**src/rtl/ttl_pkg.sv**
```systemverilog
// Shared constants for the TTL latch-bank models.
package ttl_pkg;

  // Capture behaviour selectors for the MODE parameter
  localparam int LATCH_TRANSPARENT = 0;
  localparam int LATCH_EDGE        = 1;

  // Deepest propagation-delay pipeline a channel may be built with
  localparam int DLY_CYC_MAX = 15;

  // True when a MODE / DLY_CYC pair describes a buildable channel
  function automatic bit params_ok(input int mode, input int dly);
    return ((mode == LATCH_TRANSPARENT) || (mode == LATCH_EDGE)) &&
           (dly >= 0) && (dly <= DLY_CYC_MAX);
  endfunction

endpackage

```
**src/rtl/ttl_latch_bank_chan.sv**
```systemverilog
// One 74LS373/374-style channel: hold register, pin edge detect and a
// delay line carrying {output-enable, data} so both reach q together.
// Optional macro TTL_LATCH_BANK_TRISTATE_EN: disabled outputs drive 'z.
module ttl_latch_bank_chan
  import ttl_pkg::*;
#(
  parameter int   WIDTH     = 8,
  parameter int   MODE      = LATCH_TRANSPARENT,
  parameter int   DLY_CYC   = 2,
  parameter logic FLOAT_VAL = 1'b1
) (
  input  logic             clk,
  input  logic             rst,
  input  logic             cen,
  input  logic             oc_n,
  input  logic             c,
  input  logic [WIDTH-1:0] d,
  output logic [WIDTH-1:0] q,
  output logic             q_drive
);

  logic [WIDTH-1:0] hold;
  logic [WIDTH-1:0] hold_next;
  logic             c_prev;
  logic             capture;

  // Stage 0 is the capture stage; stages 1..DLY_CYC add the modelled
  // propagation delay, so the output stage sits DLY_CYC+1 edges after d.
  logic             pipe_oe   [DLY_CYC+1];
  logic [WIDTH-1:0] pipe_data [DLY_CYC+1];

  // Decide whether this time step captures d (level in 373 mode, rising pin in 374 mode)
  always_comb begin
    capture   = 1'b0;
    hold_next = hold;
    if (cen) begin
      if (MODE == LATCH_EDGE) begin
        capture = c & ~c_prev;
      end else begin
        capture = c;
      end
    end
    if (capture) begin
      hold_next = d;
    end
  end

  // Hold register, pin history and delay line all advance only on cen; reset wins
  always_ff @(posedge clk) begin
    if (rst) begin
      hold   <= '0;
      c_prev <= 1'b1;
      for (int i = 0; i <= DLY_CYC; i++) begin
        pipe_oe[i]   <= 1'b0;
        pipe_data[i] <= '0;
      end
    end else if (cen) begin
      hold         <= hold_next;
      c_prev       <= c;
      pipe_oe[0]   <= ~oc_n;
      pipe_data[0] <= hold_next;
      for (int i = 1; i <= DLY_CYC; i++) begin
        pipe_oe[i]   <= pipe_oe[i-1];
        pipe_data[i] <= pipe_data[i-1];
      end
    end
  end

  assign q_drive = pipe_oe[DLY_CYC];

`ifdef TTL_LATCH_BANK_TRISTATE_EN
  assign q = q_drive ? pipe_data[DLY_CYC] : {WIDTH{1'bz}};
`else
  assign q = q_drive ? pipe_data[DLY_CYC] : {WIDTH{FLOAT_VAL}};
`endif

endmodule

```
**src/rtl/ttl_latch_bank_sync.sv**
```systemverilog
// Bank of CHANNELS independent octal latches/registers with modelled delay.
// Optional macro TTL_LATCH_BANK_TRISTATE_EN: disabled outputs drive 'z
// instead of the FLOAT_VAL pattern.
module ttl_latch_bank_sync
  import ttl_pkg::*;
#(
  parameter int   WIDTH     = 8,
  parameter int   CHANNELS  = 2,
  parameter int   MODE      = LATCH_TRANSPARENT,
  parameter int   DLY_CYC   = 2,
  parameter logic FLOAT_VAL = 1'b1
) (
  input  logic                      clk,
  input  logic                      rst,
  input  logic                      cen,
  input  logic [CHANNELS-1:0]       oc_n,
  input  logic [CHANNELS-1:0]       c,
  input  logic [CHANNELS*WIDTH-1:0] d,
  output logic [CHANNELS*WIDTH-1:0] q,
  output logic [CHANNELS-1:0]       q_drive
);

  // Refuse to build a channel with an unsupported mode or delay depth
  if (!params_ok(MODE, DLY_CYC)) begin : g_bad_params
    $fatal(1, "ttl_latch_bank_sync: MODE must be 0 or 1 and DLY_CYC 0..15");
  end

  for (genvar ch = 0; ch < CHANNELS; ch++) begin : g_chan
    ttl_latch_bank_chan #(
      .WIDTH    (WIDTH),
      .MODE     (MODE),
      .DLY_CYC  (DLY_CYC),
      .FLOAT_VAL(FLOAT_VAL)
    ) u_chan (
      .clk    (clk),
      .rst    (rst),
      .cen    (cen),
      .oc_n   (oc_n[ch]),
      .c      (c[ch]),
      .d      (d[ch*WIDTH +: WIDTH]),
      .q      (q[ch*WIDTH +: WIDTH]),
      .q_drive(q_drive[ch])
    );
  end

endmodule

```
**config.mk**
```make
export PLATFORM = sky130hd
export DESIGN_NAME = ttl_latch_bank_sync
export DESIGN_NICKNAME = d
export VERILOG_FILES = /design/src/rtl/ttl_pkg.sv /design/src/rtl/ttl_latch_bank_chan.sv /design/src/rtl/ttl_latch_bank_sync.sv
export SDC_FILE = /design/constraint.sdc
export NUM_CORES = 1
export LEC_CHECK = 0
export ABC_AREA = 1
export BUFFER_PORTS_ARGS = -buffer_cell sky130_fd_sc_hd__buf_2
export CORE_UTILIZATION = 30
export DETAILED_ROUTE_END_ITERATION = 10
export SYNTH_ARGS = -nofsm -noshare
export SYNTH_HDL_FRONTEND = slang
export SYNTH_SLANG_ARGS = --single-unit
```
**constraint.sdc**
```tcl
create_clock -name clk -period 2.1 [get_ports clk]
set_input_delay 0.105 -clock clk [delete_from_list [all_inputs] [get_ports clk]]
set_output_delay 0.105 -clock clk [all_outputs]
set_load 0.01 [all_outputs]
```
==> results.py <==
metrics = {
    "die": {
        "num_io_pins": 41,
        "initial_core_util_pct": 31.3,
        "die_area_um2": 10200,
        "row_count": 35,
        "die_w_um": 101,
        "coreArea_um2": 9370,
        "dieHeight_um": 101,
    },
    "place": {
        "io_buffers": 40,
        "gp_congestion": 0.696,
        "hpwl_mm": 2.85,
        "place_area_um2": 3210,
    },
    "detailed_routing": {
        "viasPerCell": 3.73,
        "dr.first_iter.drc_count": 47,
        "drtAntennaViolNets": 0,
        "via_count": 1791,
        "drc_errors": 0,
        "drt_wl_total_mm": 4.23,
        "wl_per_cell_um": 8.82,
        "drtPass1Iterations": 4,
    },
    "synthesis": {
        "syn_nets": 331,
        "ys_types": 13,
        "synth_top_area_cell": "edfxtp_1",
        "ys_ff_latch": 70,
        "syn_area_per_cell_um2": 9.52,
        "synth.area.top_cells": "edfxtp_1 55%, dfxtp_1 11%, inv_1 11%",
        "synthCells": 308,
        "synth_top_area_share_pct": 55.3,
        "ys_seq_area_share_pct": 66.2,
        "yosys_warnings": 0,
        "syn_area_um2": 2930,
    },
    "setup_path": {
        "cp-end-kind": "output port",
        "critPathSlowestCell": "edfxtp_1",
        "worstPathMaxFanout": 9,
        "path_class": "reg -> out",
        "rr_startpoint": "g_chan[0].u_chan.hold[5]",
        "crit_chain": "nand2_1 > buf_2",
        "cpPeakStageDelay_ns": 0.51,
        "cp.required_ns": 2.00,
        "critPathLaunchType": "register",
        "startpoint": "g_chan[1].u_chan.pipe_oe[0][2]",
        "cp.arrival_ns": 1.08,
    },
    "finish": {
        "layout.area.seq_um2": 1940,
        "multi_input_area_um2": 548,
        "diodes": 0,
        "area_growth_pct": 17.6,
        "drive_gt1_share_pct": 17.4,
        "fillers": 979,
        "nets": 369,
        "stdcell_area_um2": 3450,
    },
    "timing": {
        "fin_worst_skew_ns": 0.00695,
        "slew_viol_final": 0,
        "rsz0062_at_grt": "no",
        "setup_violations": 0,
        "holdWs_ns": 0.0606,
        "maxClockFrequency_ghz": 0.845,
        "relSlewSlack_pct": 69.6,
        "min_period_ns": 1.18,
        "hold_viol": 0,
        "timing.final.crit_share_pct": 56.4,
        "tightest_slew_ns": 0.455,
        "setup_tns_ns": 0,
    },
    "global_routing": {
        "antenna_found_initial": 0,
        "grt_pass1_wl_mm": 7.56,
        "grt_pass1_vias": 1733,
        "grt_overflow": 0,
        "grt_max_degree": 55,
        "track_usage_pct": 9.71,
    },
    "clock_network": {
        "cts.clk_slew.worst_paths_ns": 0.07,
        "cts-htree-levels": 3,
        "cts_resized": 0,
        "cts_made_buffers": 9,
        "clock-sinks": 70,
        "clock_path_buffers": 2,
        "ctsHoldBuffers": 0,
        "clock_latency_ns": 0.33,
        "cts_tree": "done",
        "root_buffer": "clkbuf_8",
        "post_cts_buffers": 0,
    },
    "pwr": {
        "peakVddDrop_mv": 0.341,
        "finalPower_mw": 3.10,
        "p_leak_nw": 1.55,
        "p_per_area_nw_per_um2": 900,
    },
    "outcome": {
        "status": "finished, final reports clean",
    },
    "min_path": {
        "min_from": "oc_n[1]",
        "holdCritPathClass": "in -> reg",
    },
    "job": {
        "max_cap_viol_count": 0,
    },
}
## critical path, delay by kind of cell (launching register included)
family | cells | cell delay, ns
flops | 1 | 0.51
buf+inv | 1 | 0.13
simple gates | 1 | 0.11
## metal layers
metal	GRT usage (%)	share of wire, %	up-vias	wire length, µm
met5	0	0	-	0
met4	3.68	1.1	0	47
met1	12.1	49	767	2090
met3	3.74	5.7	5	243
met2	15.3	44	41	1850
li1	-	-	978	-
## cell families after synthesis
group         share of synthesized area, %
simple gates                          18.7
buf+inv                               15.1
flops                                 66.2
## where the power goes
part | internal (mW) | switching [mW]
clock network | 0.794 | 0.472
logic | 0.0821 | 0.144
registers | 1.58 | 0.0266
total | 2.46 | 0.642
## metrics by stage
step	std cells	setup WS [ns]	util, %
detailed placement	464	0.707	34.3
finish	480	0.916	36.8
global route	480	0.820	36.8
floorplan	308	0.0811	-
CTS	480	0.867	36.8
global placement	464	0.763	34.3
## worst paths after layout
check        slack [ns]                               end  depth (start not counted)
max                0.92                             q[11]                          2
min                0.06    g_chan[1].u_chan.pipe_oe[0][0]                          2
max reg2reg        1.28  g_chan[0].u_chan.pipe_data[0][5]                          4
min reg2reg        0.54          g_chan[1].u_chan.hold[2]                          4
## cell usage after synthesis
library cell  instances
buf_2                 2
buf_4                 3
buf_6                 7
clkbuf_1              3
dfxtp_1              16
edfxtp_1             54
inv_1                84
inv_2                 1
nand2_1              48
nand2_2               3
nand3_1              16
nor2_1               70
or2_1                 1
## layout by cell type (no fill, tap or decap), drive strengths merged
| cell | instances |
|---|---|
| clkinvlp | 1 |
| nand3 | 16 |
| or2 | 1 |
| bufinv | 3 |
| nand2 | 51 |
| clkbuf | 11 |
| buf | 42 |
| inv | 86 |
| dfxtp | 16 |
| edfxtp | 54 |
| nor2 | 70 |
## registers in the layout (all words and copies together), names as in the netlist
register and flops:
g_chan.u_chan.pipe_data 48, g_chan.u_chan.hold 16, g_chan.u_chan.pipe_oe 6
## final cells by class
class,instances,area share (%)
clock buffer,11,3.81
clock inverter,5,3.08
inverter,85,9.25
multi-input combinational,138,15.9
sequential,70,56.3
tap,129,4.68
timing repair buffer,42,6.97
Power figures use the tool's default switching activity.
